<file path="src/rtl/fetch_unit.sv">
// -----------------------------------------------------------------------------
// fetch_unit
//
// Instruction-fetch front end placed directly in front of the decoder. It owns
// the program counter and issues word reads to an instruction ROM with one
// cycle of read latency. Returned words are tagged with their PC and held in a
// small prefetch FIFO. The FIFO head goes to decode through a valid/ready
// handshake. A redirect from execute flushes the FIFO, drops any response that
// is in flight, and restarts fetch at the new address.
//
// Ports
//   clk          rising-edge clock
//   reset        asynchronous, active-high reset
//   rom_read     fetch request issued this cycle
//   rom_address  byte address of the request (always word-aligned)
//   rom_data     instruction word, valid the cycle after the request
//   redirect     flush and restart fetch at redirect_pc
//   redirect_pc  new fetch address (low two bits are expected to be zero)
//   out_valid    FIFO head is valid
//   out_ready    decode accepts the head
//   out_instr    instruction at the head
//   out_pc       PC of the head instruction
//   out_next_pc  out_pc + 4, modulo 2^ADDR_WIDTH
//   count        current FIFO occupancy
//   error        sticky flag: misaligned redirect or FIFO overflow
// -----------------------------------------------------------------------------
module fetch_unit #(
    parameter int                    ADDR_WIDTH = 16,
    parameter int                    DEPTH      = 4,
    parameter logic [ADDR_WIDTH-1:0] RESET_PC   = '0
) (
    input  logic                        clk,
    input  logic                        reset,
    output logic                        rom_read,
    output logic [ADDR_WIDTH-1:0]       rom_address,
    input  logic [31:0]                 rom_data,
    input  logic                        redirect,
    input  logic [ADDR_WIDTH-1:0]       redirect_pc,
    output logic                        out_valid,
    input  logic                        out_ready,
    output logic [31:0]                 out_instr,
    output logic [ADDR_WIDTH-1:0]       out_pc,
    output logic [ADDR_WIDTH-1:0]       out_next_pc,
    output logic [$clog2(DEPTH):0]      count,
    output logic                        error
);

    localparam int PTR_W = $clog2(DEPTH);
    localparam int CNT_W = PTR_W + 1;

    // Fetch control state
    logic [ADDR_WIDTH-1:0] fetch_pc;
    logic                  vld_p0;     // a ROM request is in flight
    logic [ADDR_WIDTH-1:0] pc_p0;      // address of the in-flight request

    // Prefetch FIFO
    logic [31:0]           instr_mem [DEPTH];
    logic [ADDR_WIDTH-1:0] pc_mem    [DEPTH];
    logic [PTR_W-1:0]      rd_ptr;
    logic [PTR_W-1:0]      wr_ptr;
    logic [CNT_W-1:0]      count_q;
    logic                  error_q;

    logic                  pop;
    logic                  push;
    logic                  full;
    logic                  overflow;
    logic                  wr_en;
    logic                  issue;
    logic                  misaligned;
    logic [CNT_W:0]        pending;

    function automatic logic [ADDR_WIDTH-1:0] align_word(input logic [ADDR_WIDTH-1:0] a);
        return {a[ADDR_WIDTH-1:2], 2'b00};
    endfunction

    assign out_valid = (count_q != '0);
    assign pop       = out_valid & out_ready;
    assign full      = (count_q == CNT_W'(DEPTH));
    assign push      = vld_p0 & ~redirect;
    // The credit rule below prevents this; if it ever happens the word is lost
    // and the sticky error flag records it.
    assign overflow  = push & full & ~pop;
    assign wr_en     = push & ~overflow;

    // Credit check: entries already buffered plus the one still coming back
    // from ROM, less the one leaving this cycle, must leave room for another.
    // Depends on out_ready combinationally so a full FIFO can refill without
    // a bubble.
    assign pending   = {1'b0, count_q} + (CNT_W+1)'(vld_p0) - (CNT_W+1)'(pop);
    assign issue     = ~reset & ~redirect & (pending < (CNT_W+1)'(DEPTH));

    assign misaligned = (redirect_pc[1:0] != 2'b00);

    assign rom_read    = issue;
    assign rom_address = fetch_pc;

    // Head is read from FIFO storage registers only; rom_data never reaches
    // the outputs combinationally.
    assign out_instr   = instr_mem[rd_ptr];
    assign out_pc      = pc_mem[rd_ptr];
    assign out_next_pc = out_pc + ADDR_WIDTH'(4);
    assign count       = count_q;
    assign error       = error_q;

    // ---- stage p0: request issue / flush control ----
    always_ff @(posedge clk or posedge reset) begin
        if (reset) begin
            fetch_pc <= RESET_PC;
            vld_p0   <= 1'b0;
            rd_ptr   <= '0;
            wr_ptr   <= '0;
            count_q  <= '0;
            error_q  <= 1'b0;
        end else if (redirect) begin
            fetch_pc <= align_word(redirect_pc);
            vld_p0   <= 1'b0;
            rd_ptr   <= '0;
            wr_ptr   <= '0;
            count_q  <= '0;
            if (misaligned) begin
                error_q <= 1'b1;
            end
        end else begin
            if (issue) begin
                fetch_pc <= fetch_pc + ADDR_WIDTH'(4);
            end
            vld_p0 <= issue;
            if (wr_en) begin
                wr_ptr <= wr_ptr + PTR_W'(1);
            end
            if (pop) begin
                rd_ptr <= rd_ptr + PTR_W'(1);
            end
            count_q <= count_q + CNT_W'(wr_en) - CNT_W'(pop);
            if (overflow) begin
                error_q <= 1'b1;
            end
        end
    end

    // ---- stage p0 data: remember the address of the outstanding request ----
    always_ff @(posedge clk) begin
        if (issue) begin
            pc_p0 <= fetch_pc;
        end
    end

    // ---- stage p1: ROM response written into the FIFO ----
    always_ff @(posedge clk) begin
        if (wr_en) begin
            instr_mem[wr_ptr] <= rom_data;
            pc_mem[wr_ptr]    <= pc_p0;
        end
    end

endmodule

</file>
<file path="config.mk">
export PLATFORM = sky130hd
export DESIGN_NAME = fetch_unit
export DESIGN_NICKNAME = d
export VERILOG_FILES = /design/src/rtl/fetch_unit.sv
export SDC_FILE = /design/constraint.sdc
export NUM_CORES = 1
export LEC_CHECK = 0
export BUFFER_PORTS_ARGS = -buffer_cell sky130_fd_sc_hd__buf_2
export CORE_MARGIN = 3
export CORE_UTILIZATION = 46
export CTS_CLUSTER_SIZE = 20
export DETAILED_ROUTE_END_ITERATION = 7
export GPL_TIMING_DRIVEN = 1
export PLACE_DENSITY_LB_ADDON = 0.25
export SETUP_SLACK_MARGIN = 0.5
export SLEW_MARGIN = 20
export SYNTH_ARGS = -nofsm -noshare
export SYNTH_HDL_FRONTEND = slang
export SYNTH_SLANG_ARGS = --single-unit
export TNS_END_PERCENT = 20
</file>
<file path="constraint.sdc">
create_clock -name clk -period 9.2 [get_ports clk]
set_input_delay 1.38 -clock clk [delete_from_list [all_inputs] [get_ports clk]]
set_output_delay 1.38 -clock clk [all_outputs]
set_load 0.05 [all_outputs]
</file>
==> results of run 1 <==
==> final timing paths <==
kind,end,slack [ps],cells after the start
setup / recovery,rom_read,4320,9
min in group asynchronous,count[2],1120,2
hold reg to reg,error,480,1
hold / removal,error,480,1
setup reg to reg,rom_address[12],6230,8
max in group asynchronous,rd_ptr[0],7390,2
==> cell type report <==
class                      count  area share
timing repair buffer         138      0.0705
inverter                      10     0.00363
tap                          229      0.0277
sequential                   221       0.632
clock inverter                10     0.00642
multi-input combinational    204       0.203
clock buffer                  28      0.0575
==> power by group through the flow <==
stage	sequential [mW]	combinational (mW)	clock [mW]
floorplan	1.27	0.789	0
global placement	1.28	0.978	0
detailed placement	1.28	0.986	0
CTS	1.26	0.987	0.845
global route	1.25	1.08	0.883
finish	1.23	1.02	0.818
==> logic make-up after synthesis <==
family                   count (synthesis)
buffers and inverters                   34
adder cells (fa/ha/maj)                 10
AND/OR/NAND/NOR                         90
flip-flops                             221
XOR/XNOR                                19
multiplexers                            50
other                                    1
AO/OA/AOI/OAI                           29
==> per-layer routing <==
layer  wire length (um)  track usage
met5                  0            0
met4                306       0.0372
met3               1360       0.0473
met2               7680        0.257
met1               6670        0.209
==> cell usage after synthesis (all sizes together) (2+ instances only) <==
cell	instances
nor2	25
o31ai	10
inv	9
nor2b	4
edfxtp	198
nand2	15
buf	15
xor2	9
and4	2
o21ai	3
o41ai	2
mux4	46
clkbuf	9
mux2i	3
and2	5
or4b	2
ha	9
nand3	12
a31oi	12
xnor2	10
and3	5
nand4	3
dfrtp	23
or4	10
or3	2
==> metrics by stage <==
| step | hold slack, ps | worst slack [ps] | instance area, um^2 | power (mW) | cells |
|---|---|---|---|---|---|
| after floorplan | 459 | 3820 | 8780 | 2.06 | 459 |
| after global placement | 455 | 4330 | 9640 | 2.26 | 801 |
| after detailed placement | 467 | 4320 | 9640 | 2.27 | 801 |
| after CTS | 484 | 4320 | 10300 | 3.10 | 839 |
| after global routing | 514 | 4150 | 10300 | 3.21 | 840 |
| final | 479 | 4320 | 10300 | 3.07 | 840 |
==> critical path: stages <==
cell	delay, ps
buf_2	120
nand2_1	100
or2_2	290
ha_1	280
a31oi_2	280
mux2_4	400
nor2_1	100
buf_4	230
buf_2	300
==> registers in the layout, summed over array words and instances, names as in the netlist <==
name         count
instr_mem      128
pc_mem          56
pc_p0           14
wr_ptr           2
error            1
rd_ptr           2
vld_p0           1
count            3
rom_address     14
==> out/metrics.cfg, run 1 <==
[timing]
post-route-period-util=0.530
setup_viol=0
setup_repair_after_global_routing_missed_its_margin=false
fmax_mhz=205
fin_tns_setup_ps=0
relSlewSlack=0.368
slew_viol_final=0
final-hold-violation-count=0
worst-slew-pin-transition_ps=947
final.setup_skew_ps=7.57
min_period_ps=4880

[cells_and_area]
layout_commonest_cell=edfxtp_1
fillers=1419
layout.core_utilization=0.564
num-nets-final=660
syn_to_final_growth_pct=18.0
post_route_cells_drive_above_1_share=0.362
antennaDiodeCount=0
area_of_all_sequential_standard_cells_um2=6530
multiInputGateArea_um2=2090
layout.cells.most_common_list=edfxtp_1, buf_2, mux4_2

[die]
fp.coreArea_um2=18300
die-height_um=144
die_width_um=144
start_util=0.478
floorplan.die_area_um2=20700
design.portCount=138
rows=49

[yosys]
dominant_combinational_cell_family_by_area_after_synthesis=multiplexers
async_reset_ff_frac=0.104
ys_types=41
post-synth-top-area-cell=edfxtp_1
synth_seq_area_share=0.744
synth_enable_flop_cells=198
mux_share_of_post_synthesis_cell_area=0.123
post-synth-top-area-fraction=0.679
ys_top_cells_by_area=edfxtp_1, mux4_2, dfrtp_1
post_synth_instance_area_um2=8760
fraction_of_the_mapped_netlist_area_in_adder_cells=0.0151
postSynth.topFlopCell=edfxtp_1
flip_flop_and_latch_count_after_synthesis=221
synth_compound_area_frac=0.0233
post_synthesis_share_of_cell_area_spent_on_xor_and_xnor_gates=0.0190
synth_warnings=0
netlist_instances=454
syn_area_per_cell_um2=19.3
synth_simple_gate_area_share=0.0550

[power]
cellLeakagePower_nw=3.60
p_sw_mw=1.12
cellPowerDensity_nw_per_um2=297
power.share.clock=0.267
p_comb_frac=0.332
vdd_drop_max_mv=0.214
power.share.sequential=0.402
cell_internal_pwr_mw=1.95
swShare=0.364

[detailed_routing]
post_drt_wl_per_cell_um=19.1
ant_nets=0
drcViolationCount=0
dr_total_vias=4575
dr.pass1.iters=5
wl_mm=16.0
first_drt_iteration_drcs=218
viasPerCell=5.45

[placed_design]
place.port_buffers=131
routabilityCongestion=0.776
place.detailed.hpwl_mm=9.89

[clocking]
cts.sinks=221
cts.htree.levels=1
clock_latency_ps=490
holdBufCountCts=0
post-cts-setup-buffer-count=0
clockBufferDepth=3
cts_resized=0
tritoncts.num_buffers=23
cts-root-buf=clkbuf_16
clk_pin_slew_worst_paths_ps=50
tritoncts=done

[critical_path]
cp.required_ps=7820
timing.critical_path.from_type=input port
kind_of_end_point_of_the_critical_path=primary output
rr_startpoint=count[1]
critical_path_class=in2out
arrival_ps=3500
critical_path.max_fanout=15
timing.critical_path.from=out_ready

[global_routing]
gr-usage-all-layers=0.157
globalRouteOverflowTotal=0
grt_pass1_vias=4671
grt_first_pass_wirelength_mm=25.1
grt_max_degree=49
antenna_found_initial=0

[flow_run]
max_cap_violations=0

[status]
status=finished, final reports clean

[min_path]
min-delay-start=error
holdCritPathClass=reg2reg

(Power assumes the default switching activity.)
==> inputs of run 2 (changes only) <==
==> constraint.sdc (replaced) <==
create_clock -name clk -period 4 [get_ports clk]
set_input_delay 0.6 -clock clk [delete_from_list [all_inputs] [get_ports clk]]
set_output_delay 0.6 -clock clk [all_outputs]
set_load 0.05 [all_outputs]
==> run 2 against run 1 <==
Register-to-register slack worse by 5100 ps. Worst hold slack worse by 270 ps. Largest power group unchanged. Wire length is 4.2% higher. Sequential share of layout area is 1.1 points lower.
==> out/metrics.cfg, run 2 (synthesis gave the netlist of run 1 again) <==
[cells_and_area]
post_route_cells_drive_above_1_share=0.391  ; was 0.362
num-nets-final=668  ; was 660
layout_commonest_cell=edfxtp_1  ; unchanged
final_cell_area_um2=10500  ; was 10,300 um^2
antennaDiodeCount=0  ; unchanged
fillers=1391  ; was 1,419
layout_top_registers=instr_mem x128, pc_mem x56  ; unchanged
largest_register_ff_count=128  ; unchanged
area_of_all_sequential_standard_cells_um2=6530  ; about the same
syn_to_final_growth_pct=20.1  ; was 18.0%
layout.cells.most_common_list=edfxtp_1, buf_2, mux4_2  ; unchanged
registers.top_by_ff_count=instr_mem  ; unchanged
multiInputGateArea_um2=2100  ; was 2090 um^2

[critical_path]
timing.critical_path.from_type=flip-flop  ; was input port
kind_of_end_point_of_the_critical_path=primary output  ; unchanged
critical_path.max_fanout=14  ; was 15
arrival_ps=2870  ; was 3500 ps
critPathBufInv=1  ; was 3
worstPathCellList=or3_4 > nand2_1 > or2_2 > ha_1 > a31oi_2 > mux2_4 > nor2_4 > buf_4  ; was buf_2 > nand2_1 > or2_2 > ha_1 > a31oi_2 > mux2_4 > nor2_1 > buf_4 > buf_2
cp.required_ps=3400  ; was 7820 ps
critical_path.slowest_cell=dfrtp_2  ; was mux2_4
critical_path_class=reg2out  ; was in2out
worst_path_largest_cell_delay_ps=440  ; was 400 ps
critical-path-top-delay-family=simple AND/OR/NAND/NOR gates  ; was buffers and inverters

[die]
rows=49  ; unchanged
fp.coreArea_um2=18300  ; unchanged
die_width_um=144  ; unchanged
floorplan.die_area_um2=20700  ; unchanged
start_util=0.478  ; unchanged
die-height_um=144  ; unchanged
design.portCount=138  ; unchanged

[timing]
slew_viol_final=0  ; unchanged
setup_repair_after_global_routing_missed_its_margin=true  ; was false
final.setup_skew_ps=11.1  ; was 7.57 ps
fin_tns_setup_ps=0  ; unchanged
final-hold-violation-count=0  ; unchanged
worst-slew-pin-transition_ps=817  ; was 947 ps
fmax_mhz=289
relSlewSlack=0.440  ; was 0.368
min_period_ps=3470
post-route-period-util=0.866
setup_viol=0  ; unchanged

[detailed_routing]
drcViolationCount=0  ; unchanged
first_drt_iteration_drcs=188  ; was 218
ant_nets=0  ; unchanged
wl_mm=16.7  ; was 16.0 mm
dr_total_vias=4718  ; was 4,575
post_drt_wl_per_cell_um=19.6  ; was 19.1 um
viasPerCell=5.54  ; was 5.45
dr.pass1.iters=4  ; was 5

[clocking]
cts.htree.levels=1  ; unchanged
holdBufCountCts=0  ; unchanged
tritoncts=done  ; unchanged
clockBufferDepth=3  ; unchanged
clk_pin_slew_worst_paths_ps=60  ; was 50 ps
clock_latency_ps=480  ; was 490 ps
cts.sinks=221  ; unchanged
tritoncts.num_buffers=23  ; unchanged
cts-root-buf=clkbuf_16  ; unchanged

[status]
status=finished, final reports clean  ; unchanged

[placed_design]
routabilityCongestion=0.821  ; was 0.776
place.detailed.hpwl_mm=10.7  ; was 9.89 mm
postPlaceCellArea_um2=9710  ; was 9640 um^2
place.port_buffers=131  ; unchanged

[global_routing]
grt_max_degree=47  ; was 49
antenna_found_initial=0  ; unchanged
gr-usage-all-layers=0.159  ; was 0.157
grt_first_pass_wirelength_mm=25.8  ; was 25.1 mm
globalRouteOverflowTotal=0  ; unchanged
grt_pass1_vias=4839  ; was 4,671

[power]
cellPowerDensity_nw_per_um2=694  ; was 297 nW/um^2
cellLeakagePower_nw=3.69  ; was 3.60 nW
vdd_drop_max_mv=0.543  ; was 0.214 mV

[flow_run]
max_cap_violations=0  ; unchanged

[min_path]
holdCritPathClass=in2async  ; was reg2reg

==> run 2: changes by cell type in the layout (fill, tap and decap cells not counted), moves of 2 or more <==
cell | previous run | this run
buf_12 | 0 | 3
buf_4 | 6 | 13
clkbuf_1 | 5 | 3
clkbuf_8 | 0 | 4
clkinv_1 | 8 | 2
clkinv_2 | 2 | 6
clkinvlp_4 | 0 | 2
dfrtp_1 | 21 | 19
dfrtp_2 | 1 | 3
==> run 2: area by class of cell <==
cell class	instances	share of cell area
Clock inverter	11	0.0104
Clock buffer	30	0.0610
Tap cell	229	0.0272
Sequential cell	221	0.621
Inverter	10	0.00357
Multi-Input combinational cell	204	0.200
Timing Repair Buffer	146	0.0769
==> run 2: power breakdown <==
| part | total [mW] | internal [mW] | switching, mW |
|---|---|---|---|
| Combinational | 2.42 | 0.726 | 1.69 |
| Clock | 2.06 | 1.26 | 0.808 |
| Sequential | 2.81 | 2.69 | 0.126 |
==> run 2: path summary, 6_finish.rpt <==
kind,cells after the start,from,slack [ps],to
hold / removal,3,reset,210,rom_address[13]
hold reg to reg,1,error,480,error
setup reg to reg,8,count[0],1180,rom_address[12]
max in group asynchronous,3,reset,3520,rd_ptr[0]
setup / recovery,8,count[0],530,rom_read
min in group clk,3,redirect_pc[3],330,rom_address[3]
==> run 2: worst min-delay path: stages <==
cell   delay, ps
buf_2        100
inv_1         70
buf_4        310
==> run 2: what timing repair did <==
item | in CTS | in global routing
setup endpoints to repair | 3 | 8
setup buffers | 0 | 5
resized for setup | 1 | 0
gates cloned | 0 | 0
==> run 2: metrics by stage <==
stage	hold slack [ps]	setup slack [ps]	std cells	utilization	power, mW
2_1_floorplan	459	502	459	-	4.74
3_3_place_gp	455	919	805	0.530	5.23
3_5_place_dp	462	903	805	0.530	5.26
4_1_cts	199	487	846	0.571	7.34
5_1_grt	224	401	851	0.574	7.63
6_report	206	535	851	0.574	7.29
==> run 2: metal layers <==
| layer | wire [um] | GRT usage | vias to the layer above |
|---|---|---|---|
| met1 | 6980 | 0.214 | 2409 |
| li1 | - | - | 2128 |
| met5 | 0 | 0 | - |
| met2 | 8140 | 0.265 | 152 |
| met4 | 412 | 0.0471 | 0 |
| met3 | 1160 | 0.0337 | 29 |
==> inputs of run 3 (changes only) <==
--- a/config.mk
+++ b/config.mk
@@ -12,7 +12,7 @@
 export DETAILED_ROUTE_END_ITERATION = 7
 export GPL_TIMING_DRIVEN = 1
 export PLACE_DENSITY_LB_ADDON = 0.25
-export SETUP_SLACK_MARGIN = 0.5
+export SETUP_SLACK_MARGIN = 0.15
 export SLEW_MARGIN = 20
 export SYNTH_ARGS = -nofsm -noshare
 export SYNTH_HDL_FRONTEND = slang
==> constraint.sdc (replaced) <==
create_clock -name clk -period 4 [get_ports clk]
set_input_delay 0.8 -clock clk [delete_from_list [all_inputs] [get_ports clk]]
set_output_delay 0.8 -clock clk [all_outputs]
set_load 0.05 [all_outputs]
==> run 3 against run 2 <==
Sequential cell count unchanged. Combinational power about the same. Die area did not move. Setup slack worse by 250 ps. Fmax down 6.8%. Largest power group unchanged.
==> out/metrics.cfg, run 3 (synthesis gave the netlist of run 1 again) <==
[min_path]
holdCritPathClass=in2async  ; unchanged

[critical_path]
critical_path_class=reg2out  ; unchanged
rr_startpoint=count[0]  ; unchanged
timing.critical_path.from_type=flip-flop  ; unchanged
r2r_slack_ps=990  ; was 1180 ps
critical-path-top-delay-family=simple AND/OR/NAND/NOR gates  ; unchanged
critical_path.slowest_cell=or3_2  ; was dfrtp_2
kind_of_end_point_of_the_critical_path=primary output  ; unchanged
arrival_ps=2920  ; was 2870 ps
critPathBufInv=1  ; unchanged
r2r_path_end=rom_address[13]  ; was rom_address[12]
worstPathCellList=or3_2 > nand2_1 > or2_2 > ha_1 > a31oi_4 > mux2_4 > nor2_4 > buf_4  ; was or3_4 > nand2_1 > or2_2 > ha_1 > a31oi_2 > mux2_4 > nor2_4 > buf_4
critical_path.max_fanout=6  ; was 14
cp.required_ps=3200  ; was 3400 ps
r2r_cells=9  ; was 8
worst_path_largest_cell_delay_ps=530  ; was 440 ps

[detailed_routing]
ant_nets=0  ; unchanged
dr.pass1.iters=4  ; unchanged
met1Wirelength_mm=6.90  ; was 6.98 mm
dr.max_layer_used=met5  ; was met4
post_drt_wl_per_cell_um=19.7  ; was 19.6 um
dr_total_vias=4647  ; was 4,718
wl_mm=16.8  ; was 16.7 mm
viasPerCell=5.46  ; was 5.54
first_drt_iteration_drcs=260  ; was 188
detailroute.wirelength.met2_mm=8.20  ; was 8.14 mm
drcViolationCount=0  ; unchanged
met3_wirelength_mm=1.37  ; was 1.16 mm

[timing]
fmax_mhz=269  ; was 289 MHz
setup_repair_after_global_routing_missed_its_margin=true  ; unchanged
fin_hold_ws_ps=381  ; was 206 ps
post-route-period-util=0.929  ; was 0.866
worst_slack_ps=284  ; was 535 ps
slew_viol_final=0  ; unchanged
final.setup_skew_ps=7.55  ; was 11.1 ps
setup_viol=0  ; unchanged
fin_tns_setup_ps=0  ; unchanged
relSlewSlack=0.527  ; was 0.440
min_period_ps=3720  ; was 3470 ps
worst-slew-pin-transition_ps=710  ; was 817 ps
final-hold-violation-count=0  ; unchanged

[power]
cellLeakagePower_nw=3.68  ; was 3.69 nW
total_power_mw=7.34  ; was 7.29 mW
cellPowerDensity_nw_per_um2=698  ; was 694 nW/um^2
vdd_drop_max_mv=0.492  ; was 0.543 mV

[global_routing]
antenna_found_initial=1  ; was 0
grt_pass1_vias=4944  ; was 4,839
grt_max_degree=47  ; unchanged
gr-usage-all-layers=0.166  ; was 0.159
grt_first_pass_wirelength_mm=26.6  ; was 25.8 mm
globalRouteOverflowTotal=0  ; unchanged

[die]
fp.coreArea_um2=18300  ; unchanged
design.portCount=138  ; unchanged
die-height_um=144  ; unchanged
rows=49  ; unchanged
floorplan.die_area_um2=20700  ; unchanged
die_width_um=144  ; unchanged
start_util=0.478  ; unchanged

[clocking]
cts.sinks=221  ; unchanged
clk_pin_slew_worst_paths_ps=60  ; about the same
cts-root-buf=clkbuf_16  ; unchanged
clockBufferDepth=3  ; unchanged
clock_latency_ps=500  ; was 480 ps
holdBufCountCts=0  ; unchanged
tritoncts.num_buffers=24  ; was 23
cts.htree.levels=1  ; unchanged
tritoncts=done  ; unchanged

[placed_design]
place.port_buffers=131  ; unchanged
dp_cells=806  ; was 805
placement.setup.worst_slack_ps=523  ; was 903 ps
place.detailed.hpwl_mm=10.9  ; was 10.7 mm
postPlaceCellArea_um2=9710  ; about the same
routabilityCongestion=0.822  ; was 0.821

[cells_and_area]
syn_to_final_growth_pct=20.0  ; was 20.1%
registers.top_by_ff_count=instr_mem  ; unchanged
layout_commonest_cell=edfxtp_1  ; unchanged
layout.cells.most_common_list=edfxtp_1, buf_2, mux4_2  ; unchanged
post_route_cells_drive_above_1_share=0.381  ; was 0.391
fillers=1370  ; was 1,391
layoutNonFillerInstCount=851  ; unchanged
num-nets-final=668  ; unchanged
antennaDiodeCount=0  ; unchanged
largest_register_ff_count=128  ; unchanged
layout_top_registers=instr_mem x128, pc_mem x56  ; unchanged
layout.core_utilization=0.573  ; was 0.574
final_cell_area_um2=10500  ; about the same

[flow_run]
max_cap_violations=0  ; unchanged

[status]
status=finished, final reports clean  ; unchanged

==> run 3: worst max path at each step <==
stage / slack (ps) / depth (start not counted) / from / to
6_report: 280 / 8 / count[0] / rom_read
3_3_place_gp: 550 / 8 / out_ready / rom_read
2_1_floorplan: 160 / 8 / count[1] / rom_read
4_1_cts: 170 / 8 / count[0] / rom_read
5_1_grt: 130 / 6 / rd_ptr[0] / out_next_pc[15]
3_5_place_dp: 520 / 8 / out_ready / rom_read
==> run 3: repair_timing <==
| item | in CTS | in global routing |
|---|---|---|
| gates resized for setup | 1 | 3 |
| cloned | 0 | 0 |
| setup buffers | 0 | 3 |
| hold endpoints to repair | 0 | 0 |
| endpoints found under the setup margin | 1 | 4 |
==> run 3: final cells by class <==
class,instances,area (um^2),share of cell area
clock inverter,12,116,0.0111
clock buffer,30,644,0.0613
inverter,10,37.5,0.00357
timing repair buffer,145,788,0.0750
sequential,221,6530,0.621
multi-input combinational,204,2110,0.201
tap,229,287,0.0273
==> run 3: worst min-delay path, stage by stage <==
cell   delay, ps
buf_2        100
inv_1         60
buf_4        310
==> run 3: power breakdown <==
group	internal, mW	switching (mW)	leakage, nW
combinational	0.724	1.67	1.26
clock	1.27	0.834	0.363
sequential	2.69	0.156	2.05
==> run 3: metal layers <==
metal	track usage	vias up
li1	-	2121
met1	0.225	2345
met2	0.273	155
met3	0.0430	24
met4	0.0396	2
met5	0	-
